[config.mk]
export PLATFORM = sky130hd
export DESIGN_NAME = fetch_sequencer
export DESIGN_NICKNAME = d
export VERILOG_FILES = /design/src/rtl/cpu_types_pkg.sv /design/src/rtl/next_pc_calc.sv /design/src/rtl/fetch_sequencer.sv
export SDC_FILE = /design/constraint.sdc
export NUM_CORES = 1
export LEC_CHECK = 0
export ABC_AREA = 1
export CAP_MARGIN = 20
export CORE_MARGIN = 2
export CORE_UTILIZATION = 30
export DETAILED_ROUTE_END_ITERATION = 7
export MAX_ROUTING_LAYER = met4
export SYNTH_ARGS = -nofsm -noshare
export SYNTH_HDL_FRONTEND = slang
export SYNTH_SLANG_ARGS = --single-unit
[constraint.sdc]
create_clock -name CLK -period 2.65 [get_ports CLK]
set_input_delay 0.53 -clock CLK [delete_from_list [all_inputs] [get_ports CLK]]
set_output_delay 0.53 -clock CLK [all_outputs]
set_load 0.02 [all_outputs]
[src/rtl/cpu_types_pkg.sv]
// Shared MIPS core types: word and opcode definitions, instruction formats and fetch FSM states.
package cpu_types_pkg;

    localparam int unsigned WORD_W = 32;

    typedef logic [WORD_W-1:0] word_t;

    typedef enum logic [5:0] {
        RTYPE = 6'h00,
        J     = 6'h02,
        JAL   = 6'h03,
        BEQ   = 6'h04,
        BNE   = 6'h05,
        ADDI  = 6'h08,
        ADDIU = 6'h09,
        SLTI  = 6'h0A,
        SLTIU = 6'h0B,
        ANDI  = 6'h0C,
        ORI   = 6'h0D,
        XORI  = 6'h0E,
        LUI   = 6'h0F,
        LW    = 6'h23,
        SW    = 6'h2B,
        LL    = 6'h30,
        SC    = 6'h38,
        HALT  = 6'h3F
    } opcode_t;

    typedef struct packed {
        opcode_t     opcode;
        logic [4:0]  rs;
        logic [4:0]  rt;
        logic [15:0] imm;
    } i_t;

    typedef struct packed {
        opcode_t     opcode;
        logic [25:0] addr;
    } j_t;

    typedef enum logic [1:0] {
        PC_SEL_SEQ    = 2'b00,
        PC_SEL_REG    = 2'b01,
        PC_SEL_JUMP   = 2'b10,
        PC_SEL_BRANCH = 2'b11
    } pc_sel_t;

    typedef enum logic [1:0] {
        IFETCH = 2'd0,
        EXEC   = 2'd1,
        DMEM   = 2'd2,
        HALTED = 2'd3
    } fetch_state_t;

    // Word-aligned byte offset of a branch immediate.
    function automatic word_t branch_offset(input logic [15:0] imm);
        return {{14{imm[15]}}, imm, 2'b00};
    endfunction

endpackage

[src/rtl/next_pc_calc.sv]
// Combinational next-PC selection: sequential, register (JR), jump and conditional branch.
module next_pc_calc
    import cpu_types_pkg::*;
(
    input  word_t       pc,
    input  word_t       instr,
    input  logic [1:0]  pc_sel,
    input  logic        zero,
    input  word_t       rs_data,
    output word_t       next_pc
);

    word_t   w_pc_plus4;
    opcode_t w_opcode;
    logic    w_taken;
    logic    w_unused_rs_lsb;

    assign w_pc_plus4 = pc + 32'd4;
    assign w_opcode   = opcode_t'(instr[31:26]);
    assign w_taken    = ((w_opcode == BEQ) && zero) || ((w_opcode == BNE) && !zero);

    // JR forces word alignment, so the low target bits are dropped.
    assign w_unused_rs_lsb = ^rs_data[1:0];

    always_comb begin
        next_pc = w_pc_plus4;
        unique case (pc_sel_t'(pc_sel))
            PC_SEL_SEQ:    next_pc = w_pc_plus4;
            PC_SEL_REG:    next_pc = {rs_data[31:2], 2'b00};
            PC_SEL_JUMP:   next_pc = {w_pc_plus4[31:28], instr[25:0], 2'b00};
            PC_SEL_BRANCH: next_pc = w_taken ? (w_pc_plus4 + branch_offset(instr[15:0]))
                                             : w_pc_plus4;
        endcase
    end

endmodule

[src/rtl/fetch_sequencer.sv]
// Instruction-fetch / memory-request sequencer: owns the PC and current instruction and
// steps each instruction through fetch, execute, optional data access and commit.
module fetch_sequencer
    import cpu_types_pkg::*;
#(
    parameter word_t PC_INIT = 32'h0000_0000
) (
    input  logic        CLK,
    input  logic        nRST,
    input  logic        ihit,
    input  word_t       imemload,
    input  logic        dhit,
    input  logic [1:0]  pc_sel,
    input  logic        memREN,
    input  logic        memWEN,
    input  logic        halt,
    input  logic        zero,
    input  word_t       rs_data,
    output logic        imemREN,
    output word_t       imemaddr,
    output logic        dmemREN,
    output logic        dmemWEN,
    output word_t       instr,
    output word_t       pc_plus4,
    output logic        commit,
    output logic        halted
);

    fetch_state_t r_state;
    word_t        r_pc;
    word_t        r_instr;
    word_t        w_next_pc;
    logic         w_mem_op;
    logic         w_exec_retire;
    logic         w_dmem_retire;

    next_pc_calc u_next_pc (
        .pc      (r_pc),
        .instr   (r_instr),
        .pc_sel  (pc_sel),
        .zero    (zero),
        .rs_data (rs_data),
        .next_pc (w_next_pc)
    );

    assign w_mem_op      = memREN | memWEN;
    // halt wins over a memory op, so a halting store never reaches DMEM.
    assign w_exec_retire = (r_state == EXEC) && !halt && !w_mem_op;
    assign w_dmem_retire = (r_state == DMEM) && dhit;

    always_ff @(posedge CLK or negedge nRST) begin
        if (!nRST) begin
            r_state <= IFETCH;
            r_pc    <= PC_INIT;
            r_instr <= '0;
        end else begin
            unique case (r_state)
                IFETCH: begin
                    if (ihit) begin
                        r_instr <= imemload;
                        r_state <= EXEC;
                    end
                end
                EXEC: begin
                    if (halt) begin
                        r_state <= HALTED;
                    end else if (w_mem_op) begin
                        r_state <= DMEM;
                    end else begin
                        r_pc    <= w_next_pc;
                        r_state <= IFETCH;
                    end
                end
                DMEM: begin
                    if (dhit) begin
                        r_pc    <= w_next_pc;
                        r_state <= IFETCH;
                    end
                end
                HALTED: begin
                    r_state <= HALTED;
                end
            endcase
        end
    end

    assign imemREN  = (r_state == IFETCH);
    assign dmemREN  = (r_state == DMEM) && memREN;
    assign dmemWEN  = (r_state == DMEM) && memWEN;
    assign commit   = w_exec_retire || w_dmem_retire;
    assign halted   = (r_state == HALTED);
    assign imemaddr = r_pc;
    assign pc_plus4 = r_pc + 32'd4;
    assign instr    = r_instr;

endmodule

; ---- Word level (Yosys, flattened, before mapping)
; Cells that the tools add are included.
[totals]
register_bits = 66
latch_bits = 0
mem_bits_rw = 0
mem_bits_ro = 0
input_bits = 74
output_inout_bits = 101
wordCells = 47
memories = 0
[op_classes]
n_addsub = 2
n_mul = 0
n_div = 0
magnitude_cmp = 0
n_eq_ne = 12
shift = 0
mux = 11
bitwise_logic = 1
reduce_logical = 18
[op_table]
columns = operator, n
row1 = $mux 32, 4
row2 = $pmux 32 s4, 1
row3 = $pmux 32 s2, 1
row4 = $add 32x3->32 const B, 1
row5 = $add 32x32->32, 1
row6 = $eq 6x3->1 const B, 2
row7 = $eq 2x2->1 const B, 4
row8 = $mux 2, 4
row9 = $ne 2x2->1 const B, 4
row10 = $pmux 2 s4, 1
row11 = $logic_and 1x1->1, 7
row12 = $eq 2x1->1 const B, 2
row13 = $logic_not 2->1, 2
row14 = $reduce_and 2->1, 2
row15 = $reduce_and 4->1, 1
row16 = $logic_not 1->1, 3
row17 = $logic_or 1x1->1, 2
row18 = $reduce_bool 2->1, 1
row19 = $or 1x1->1, 1

; ---- Depth between registers and ports, before layout
; Gate-level depths: netlist of the first run.
[depth]
depth_word = 8
depth_mapped = 26
mapped_depth_nobuf = 26

; ---- Hierarchy
; From an unflattened synthesis of the first run, not the netlist that was laid out.
[unflattened]
hier_cells = 1200
area_unflattened_um2 = 7619.8
[by_module_without_submodules]
columns = mod, instances, cells_each, area_each_um2, seq_area_each_um2
row1 = next_pc_calc, 1, 808, 4017.6, 0.0
row2 = fetch_sequencer, 1, 392, 3602.2, 1651.6

; ---- Worst setup path after synthesis of the first run
; No wires, ideal clock.
[synth_path]
kind = reg-to-reg
start = reg r_pc[2], in the netlist imemaddr[2]
end = reg r_pc[15], in the netlist imemaddr[15]
setup_ps = 143
arrival_time_ps = 2926
required_time_ps = 2507
setup_slack_ps = -419
path_stages_with_launch = 21
path_buffers = 0
synth_period_minus_slack_ps = 3069
cell_sequence = dfrtp_1 > inv_2 > nor2_4 > nand2_4 > nor2_8 > inv_2 > nor2_1 > xor2_1 > ha_1 > nand2_1 > inv_1 > nand2_1 > nand2_1 > a21oi_1 > nand2_1 > a21oi_1 > o21ai_0 > nand2_1 > nand2_1 > nand3_1 > o21ai_0
[synth_between]
elab_chain_cells = 7
word_cells_on_any_way = 8
cone_classes = add/sub (2) / mux (6)
[synth_rtl]
columns = element, line
row1 = "start, declared", fetch_sequencer.sv:30  ; word_t r_pc;
row2 = "start signal, assigned", fetch_sequencer.sv:70  ; r_pc <= w_next_pc;
row3 = "start signal, assigned", fetch_sequencer.sv:76  ; r_pc <= w_next_pc;
row4 = $add 32x3->32 (*), n/a
row5 = via pc_plus4[2], fetch_sequencer.sv:24  ; output word_t pc_plus4,
row6 = $add 32x32->32 (*), next_pc_calc.sv:31  ; PC_SEL_BRANCH: next_pc = w_taken ? (w_pc_plus4 + branch_offset(instr[15:0]))
row7 = $mux 32 (*), next_pc_calc.sv:31
row8 = $pmux 32 s4 (*), next_pc_calc.sv:27  ; unique case (pc_sel_t'(pc_sel))
row9 = $mux 32, fetch_sequencer.sv:67  ; end else if (w_mem_op) begin
row10 = $mux 32, fetch_sequencer.sv:65  ; if (halt) begin
row11 = $pmux 32 s2 (*), fetch_sequencer.sv:57  ; unique case (r_state)
; The timed path passes the listed nets; every way through them passes the cells marked *. The select of a mux whose other input is x is not followed.
; A chain may end at the register's enable or synchronous reset.

; ---- Final worst setup path of the first run
[layout_path]
start = reg r_pc[7], in the netlist imemaddr[7]
end = reg r_pc[26], in the netlist imemaddr[26]
[layout_between]
elab_chain_cells = 7
word_cells_on_any_way = 8
cone_classes = add/sub (2) / mux (6)
[layout_rtl]
columns = element, line
row1 = $add 32x3->32 (*), next_pc_calc.sv:18  ; assign w_pc_plus4 = pc + 32'd4;
row2 = $add 32x32->32, next_pc_calc.sv:31
row3 = $mux 32, next_pc_calc.sv:31
row4 = $pmux 32 s4 (*), next_pc_calc.sv:27
row5 = $mux 32, fetch_sequencer.sv:67
row6 = $mux 32, fetch_sequencer.sv:65
row7 = $pmux 32 s2 (*), fetch_sequencer.sv:57
; Mark *: on every way between the ends. The rest lies on a longest branch, timed or not. The select of a mux whose other input is x is not followed.

==> results of run 1 <==
synth_stat cells (all sizes together), types with 2 or more instances:
library cell	count
nand2	357
inv	169
nor2	97
nand3	67
dfrtp	64
a21oi	56
ha	34
mux2	29
o21ai	29
nor3	20
nand4	14
xor2	14
clkbuf	12
a221oi	11
buf	10
or2	10
xnor2	5
a41oi	4
a21o	3
nand3b	3
o21bai	3
a221o	2
a22o	2
o2111a	2
o2111ai	2
o21a	2
final timing paths:
path / slack, ns / end / startpoint
max in group asynchronous: 2.11 / imemaddr[18] / nRST
hold / removal: 0.20 / instr[4] / nRST
min in group CLK: 0.54 / instr[18] / instr[18]
hold reg to reg: 0.54 / instr[18] / instr[18]
setup reg to reg: -0.27 / imemaddr[26] / imemaddr[7]
setup / recovery: -0.27 / imemaddr[26] / imemaddr[7]
flip-flops by register name, summed over array words and instances, names as in the netlist:
| register | cells |
|---|---|
| instr | 32 |
| imemaddr | 30 |
| r_state | 2 |
what timing repair did:
| action | in CTS | in global routing |
|---|---|---|
| pin swaps | 31 | 152 |
| gates resized for setup | 204 | 299 |
| cloned | 0 | 0 |
| buffers inserted | 16 | 33 |
| endpoints found under the setup margin | 49 | 49 |
metal layers:
metal | up-vias | global-route usage
met5 | - | -
met4 | 0 | 0.08972
met3 | 48 | 0.03916
met2 | 287 | 0.4166
met1 | 4005 | 0.3277
li1 | 4102 | -
power breakdown:
group	internal (uW)	leakage, uW	switching [uW]
Combinational	7650	0.00511	8780
Sequential	1490	0.000734	617
Clock	829	0.000153	513
Total	9970	0.00600	9910
metrics by stage:
step | power (uW) | cells | hold slack, ns | instance area [um^2]
after floorplan | 8374 | 1037 | 0.2344 | 6733
after global placement | 14070 | 1648 | 0.5153 | 10180
after detailed placement | 14210 | 1648 | 0.5278 | 10180
after CTS | 16810 | 1680 | 0.2169 | 11170
after global routing | 21170 | 1710 | 0.2251 | 12400
final | 19880 | 1710 | 0.2008 | 12400
layout make-up:
type,count,area (um^2),share of cell area
tap,275,344.1,0.02774
timing repair buffer,404,3586,0.2891
inverter,170,660.6,0.05326
clock inverter,6,93.84,0.007566
clock buffer,10,229.0,0.01846
sequential,64,1627,0.1311
multi-input combinational,781,5863,0.4727
cell families (layout without fill, tap and decap cells):
kind of cell / Yosys count / count (layout)
multiplexers: 29 / 29
AO/OA/AOI/OAI: 122 / 122
adder cells (fa/ha/maj): 35 / 35
buffers and inverters: 192 / 590
other: 1 / 4
AND/OR/NAND/NOR: 572 / 572
flip-flops: 64 / 64
XOR/XNOR: 19 / 19
==> qor.tcl, run 1 <==
set qor(globalRoute.totalOverflow) 0
set qor(avgRoutedWirePerCell_um) 17.31
set qor(report.final.setup_viol) 23
set qor(track_usage) 0.2571
set qor(cts_hold_buffers) 0
set qor(synth-compound-area-share) 0.1156
set qor(numCtsBuffers) 9
set qor(rows) 53
set qor(synth-simple-area-share) 0.3764
set qor(yosysSeqAreaShare) 0.2470
set qor(clk_root_buffer_cell) {sky130_fd_sc_hd__clkbuf_16}
set qor(hp-class) {input port to async pin}
set qor(core_um2) 21090
set qor(via_count) 8442
set qor(synth_fa_ha_area_frac) 0.06869
set qor(clock_skew_ns) 0.01184
set qor(vias_per_cell) 4.937
set qor(yosys_most_used_dff) {sky130_fd_sc_hd__dfrtp_1}
set qor(crit_path_cell_trace) {nand2_4 -> nor2_4 -> nand2_4 -> nor2_8 -> inv_4 -> nor2_4 -> xor2_4 -> ha_4 -> nand2_4 -> inv_2 -> a21oi_2 -> buf_4 -> o21bai_4 -> buf_6 -> nand2_4 -> nand3_2 -> nand2_2 -> nand3_2 -> nand2_2 -> nand2_1 -> nand2_1 -> nand2_1}
set qor(yosysTopAreaCellShare) 0.2470
set qor(routed-wl-met2_um) 14410
set qor(die_area_um2) 22810
set qor(clock_network_latency_to_the_later_pin_of_the_worst_skew_pair_ns) 0.35
set qor(area.growth.synth_to_final_pct) 91.26
set qor(slew_viol_final) 0
set qor(clk_pin_slew_worst_paths_ns) 0.06
set qor(dp_hpwl_um) 21680
set qor(drc) 0
set qor(fraction_of_registers_with_async_set_reset) 1.000
set qor(final_common_cell) {sky130_fd_sc_hd__nand2_1}
set qor(layout.core_utilization) 0.5882
set qor(routed_wl_um) 29590
set qor(synth_enable_flop_cells) 0
set qor(maxCapViolCount) 0
set qor(synthesized_cell_area_um2) 6485
set qor(routabilityCongestion) 0.9875
set qor(synthCells) 1034
set qor(wl_met3_um) 1565
set qor(initial_standard_cell_utilization_of_the_core) 0.3075
set qor(yosysUniqueCellTypes) 52
set qor(synth_xor_area_frac) 0.02682
set qor(layout_common_cells) {234 x sky130_fd_sc_hd__nand2_1, 208 x sky130_fd_sc_hd__buf_4, 139 x sky130_fd_sc_hd__clkdlybuf4s50_1, 126 x sky130_fd_sc_hd__inv_1, 89 x sky130_fd_sc_hd__nand2_2}
set qor(grt_pass1_wl_um) 43130
set qor(period_minus_slack_ns) 2.917
set qor(post_route_setup_tns_ns) -3.474
set qor(design.final.nets) 1539
set qor(grt_max_degree) 65
set qor(count_of_synthesis_stage_warnings_from_yosys) 0
set qor(maxClockFrequency_mhz) 342.8
set qor(crit_family) {simple AND/OR/NAND/NOR gates}
set qor(yosys-mux-area-fraction) 0.05036
set qor(static-leakage-power_uw) 0.005998
set qor(ys_ff_latch) 64
set qor(pin_count) 175
set qor(timing.critical_path.depth) 22
set qor(dominant_combinational_cell_family_by_area_after_synthesis) {simple AND/OR/NAND/NOR gates}
set qor(top_layer_used) {met4}
set qor(number_of_global_route_vias_before_repair) 8195
set qor(crit_path_top_delay_cell) {sky130_fd_sc_hd__dfrtp_2}
set qor(detail_route.iter0.violations) 559
set qor(synthesis.area_per_instance_um2) 6.272
set qor(power-per-cell-area_nw_per_um2) 1603
set qor(worstRegToRegCells) 22
set qor(place.port_buffers) 168
set qor(firstDrtPassIters) 5
set qor(postRouteAntennaNets) 0
set qor(layout_cell_share_with_drive_strength_beyond_1) 0.4676
set qor(netlist_top_cells_area) {sky130_fd_sc_hd__dfrtp_1 25%, sky130_fd_sc_hd__nand2_1 20%, sky130_fd_sc_hd__inv_1 9.6%}
set qor(period_share) 1.101
set qor(cts_tree) {built}
set qor(clock_sinks) 64
set qor(critPathBufInv) 4
set qor(critical_path_class) {flop to flop}
set qor(required_ns) 2.89
set qor(failed_checks) {negative setup slack}
set qor(max_stage_delay_ns) 0.43
set qor(antennaDiodeCount) 0
set qor(layout_setup_ws_ns) -0.2671
set qor(setup_repair_after_global_routing_missed_its_margin) {yes}
set qor(grt_antenna_before_repair) 0
set qor(count_of_h_tree_levels_built_during_cts) 3
set qor(final-hold-violation-count) 0
set qor(status) {finished, violations left}
set qor(cp_data_arrival_time_ns) 3.16
set qor(path_common_cell) {sky130_fd_sc_hd__nand2_4}
set qor(detail_route.wirelength.met1_um) 12850
set qor(critical_path_peak_fanout) 4
set qor(cp-end-kind) {flop}
set qor(n_fill_cell) 1922
set qor(max-vdd-ir-drop_mv) 0.7865
set qor(clk_path_buf_depth) 2
set qor(cp-start-kind) {flop}
set qor(die-width_um) 151.0
set qor(dp_worst_setup_slack_ns) -0.4734
set qor(die_h_um) 151.0
set qor(yosysTopAreaCell) {sky130_fd_sc_hd__dfrtp_1}
Note: power is estimated with default switching activity, not from simulation.
==> inputs of run 2 (changes only) <==
==> constraint.sdc (replaced) <==
create_clock -name CLK -period 2.95 [get_ports CLK]
set_input_delay 0.59 -clock CLK [delete_from_list [all_inputs] [get_ports CLK]]
set_output_delay 0.59 -clock CLK [all_outputs]
set_load 0.02 [all_outputs]
==> run 2 against run 1 <==
Net effect:
- the run now ends clean
- first-iteration DRC count up 2.1%
- die area unchanged
- hold slack improved by 0.085 ns
- combinational power is 24% lower
- critical path depth shrank 3
- clock skew barely moved
==> qor.tcl, run 2 (synthesis results as in run 1) <==
set qor(n_fill_cell) 2024
set qor(clock_network_latency_to_the_later_pin_of_the_worst_skew_pair_ns) 0.35
set qor(critical_path_class) {flop to flop}
set qor(power_switching_share) 0.4979
set qor(fin_worst_hold_slack_ns) 0.2861
set qor(grt_max_degree) 41
set qor(cts_tree) {built}
set qor(core_um2) 21090
set qor(p_int_uw) 7832
set qor(dp_hpwl_um) 21410
set qor(final_common_cell) {sky130_fd_sc_hd__nand2_1}
set qor(status) {finished, final reports clean}
set qor(largest_reg_flops) 32
set qor(layout_setup_ws_ns) 0.002939
set qor(rrSetupSlack_ns) 0.003
set qor(place.port_buffers) 168
set qor(critical_path_peak_fanout) 4
set qor(post_route_setup_tns_ns) 0
set qor(grt_pass1_wl_um) 41060
set qor(maxCapViolCount) 0
set qor(pwr-share-clk) 0.084
set qor(post_layout_nonfiller_instances) 1661
set qor(hp-class) {input port to async pin}
set qor(setup_repair_after_global_routing_missed_its_margin) {yes}
set qor(area.growth.synth_to_final_pct) 74.47
set qor(die_area_um2) 22810
set qor(clock_skew_ns) 0.01156
set qor(initial_standard_cell_utilization_of_the_core) 0.3075
set qor(clk_path_buf_depth) 2
set qor(cp_data_arrival_time_ns) 3.23
set qor(layout_cell_share_with_drive_strength_beyond_1) 0.3499
set qor(total_switching_power_uw) 7766
set qor(report.final.setup_viol) 0
set qor(crit_path_end) {imemaddr[29]}
set qor(placedCellCount) 1617
set qor(sequentialPowerShare) 0.120
set qor(antennaDiodeCount) 0
set qor(required_ns) 3.23
set qor(max-vdd-ir-drop_mv) 0.5730
set qor(avgRoutedWirePerCell_um) 16.57
set qor(vias_per_cell) 4.854
set qor(globalRoute.totalOverflow) 0
set qor(clk_pin_slew_worst_paths_ns) 0.06
set qor(period_share) 0.9990
set qor(cts_hold_buffers) 0
set qor(clock_sinks) 64
set qor(detail_route.iter0.violations) 571
set qor(slew_viol_final) 0
set qor(design_power_uw) 15600
set qor(worstRegToRegCells) 19
set qor(count_of_h_tree_levels_built_during_cts) 3
set qor(worst_r2r_endpoint) {imemaddr[29]}
set qor(comb_power_frac) 0.796
set qor(firstDrtPassIters) 5
set qor(design.final.nets) 1490
set qor(timing_worst_slew_pin_value_ns) 0.6922
set qor(number_of_global_route_vias_before_repair) 7757
set qor(clk_root_buffer_cell) {sky130_fd_sc_hd__clkbuf_16}
set qor(routed_wl_um) 27520
set qor(rows) 53
set qor(final-hold-violation-count) 0
set qor(die-width_um) 151.0
set qor(cp-end-kind) {flop}
set qor(drc) 0
set qor(slew_headroom) 0.5385
set qor(regToRegStartpoint) {imemaddr[11]}
set qor(cp-startpoint) {imemaddr[11]}
set qor(layout_common_cells) {285 x sky130_fd_sc_hd__nand2_1, 178 x sky130_fd_sc_hd__buf_4, 149 x sky130_fd_sc_hd__inv_1, 144 x sky130_fd_sc_hd__clkdlybuf4s50_1, 59 x sky130_fd_sc_hd__nand2_2}
set qor(cp-start-kind) {flop}
set qor(grt_antenna_before_repair) 0
set qor(die_h_um) 151.0
set qor(postRouteAntennaNets) 0
set qor(period_minus_slack_ns) 2.947
set qor(static-leakage-power_uw) 0.005563
set qor(via_count) 8062
set qor(track_usage) 0.2451
set qor(power-per-cell-area_nw_per_um2) 1379
set qor(maxClockFrequency_mhz) 339.3
set qor(numCtsBuffers) 9
set qor(routabilityCongestion) 0.9618
set qor(pin_count) 175
set qor(dp_worst_setup_slack_ns) -0.2125
run 2: cell type report:
type	count	area (um^2)	area share
multi-input combinational	781	5223	0.4616
clock inverter	5	102.6	0.009068
clock buffer	11	252.7	0.02234
inverter	170	645.6	0.05706
timing repair buffer	355	3136	0.2771
sequential	64	1612	0.1424
tap	275	344.1	0.03041
run 2: repair_timing:
item                       4_1_cts  5_1_grt
setup buffers                   10       17
setup endpoints to repair       38       43
gates resized for setup         73      218
pin swaps                       10       61
cloned                           0        0
run 2: per-stage QoR:
stage | cell area (um^2) | utilization
floorplan | 6506 | -
global placement | 9646 | 0.4574
detailed placement | 9646 | 0.4574
CTS | 10340 | 0.4904
global route | 11310 | 0.5365
finish | 11310 | 0.5365
run 2: critical path, cell delays in order (launching register included):
cell and delay, ns:
sky130_fd_sc_hd__dfrtp_2 0.46, sky130_fd_sc_hd__nand2_1 0.14, sky130_fd_sc_hd__inv_1 0.09, sky130_fd_sc_hd__nand4_1 0.15, sky130_fd_sc_hd__nor3_2 0.05, sky130_fd_sc_hd__buf_4 0.14, sky130_fd_sc_hd__or2_2 0.28, sky130_fd_sc_hd__nand2_1 0.10
sky130_fd_sc_hd__inv_1 0.10, sky130_fd_sc_hd__ha_4 0.30, sky130_fd_sc_hd__nand2_2 0.08, sky130_fd_sc_hd__nor2_2 0.14, sky130_fd_sc_hd__nand2_2 0.09, sky130_fd_sc_hd__nor3_2 0.10, sky130_fd_sc_hd__nand2_1 0.12, sky130_fd_sc_hd__nand3_1 0.12
sky130_fd_sc_hd__nand3_2 0.11, sky130_fd_sc_hd__nand2_2 0.11, sky130_fd_sc_hd__nand2_2 0.06, sky130_fd_sc_hd__a21oi_2 0.13
run 2: worst min-delay path by stage:
stage	from	endpoint	slack [ns]	depth (start not counted)
after floorplan	nRST	imemaddr[10]	0.29	0
after global placement	instr[31]	instr[31]	0.52	1
after detailed placement	instr[29]	instr[29]	0.52	1
after CTS	nRST	instr[1]	0.31	1
after global routing	nRST	instr[1]	0.33	1
final	nRST	instr[3]	0.29	1
run 2: power groups by stage:
stage	Combinational (uW)	Clock [uW]	Sequential, uW
global route	13500	1360	1940
floorplan	4940	0	2290
finish	12400	1310	1870
CTS	10600	1320	1850
global placement	9960	0	1820
detailed placement	10000	0	1830
run 2: per-layer routing:
| metal | track usage | share of wire | vias to the layer above |
|---|---|---|---|
| met1 | 0.3200 | 0.45 | 3762 |
| li1 | - | - | 3991 |
| met2 | 0.3845 | 0.47 | 257 |
| met5 | - | 0 | - |
| met3 | 0.04157 | 0.051 | 52 |
| met4 | 0.08598 | 0.030 | 0 |
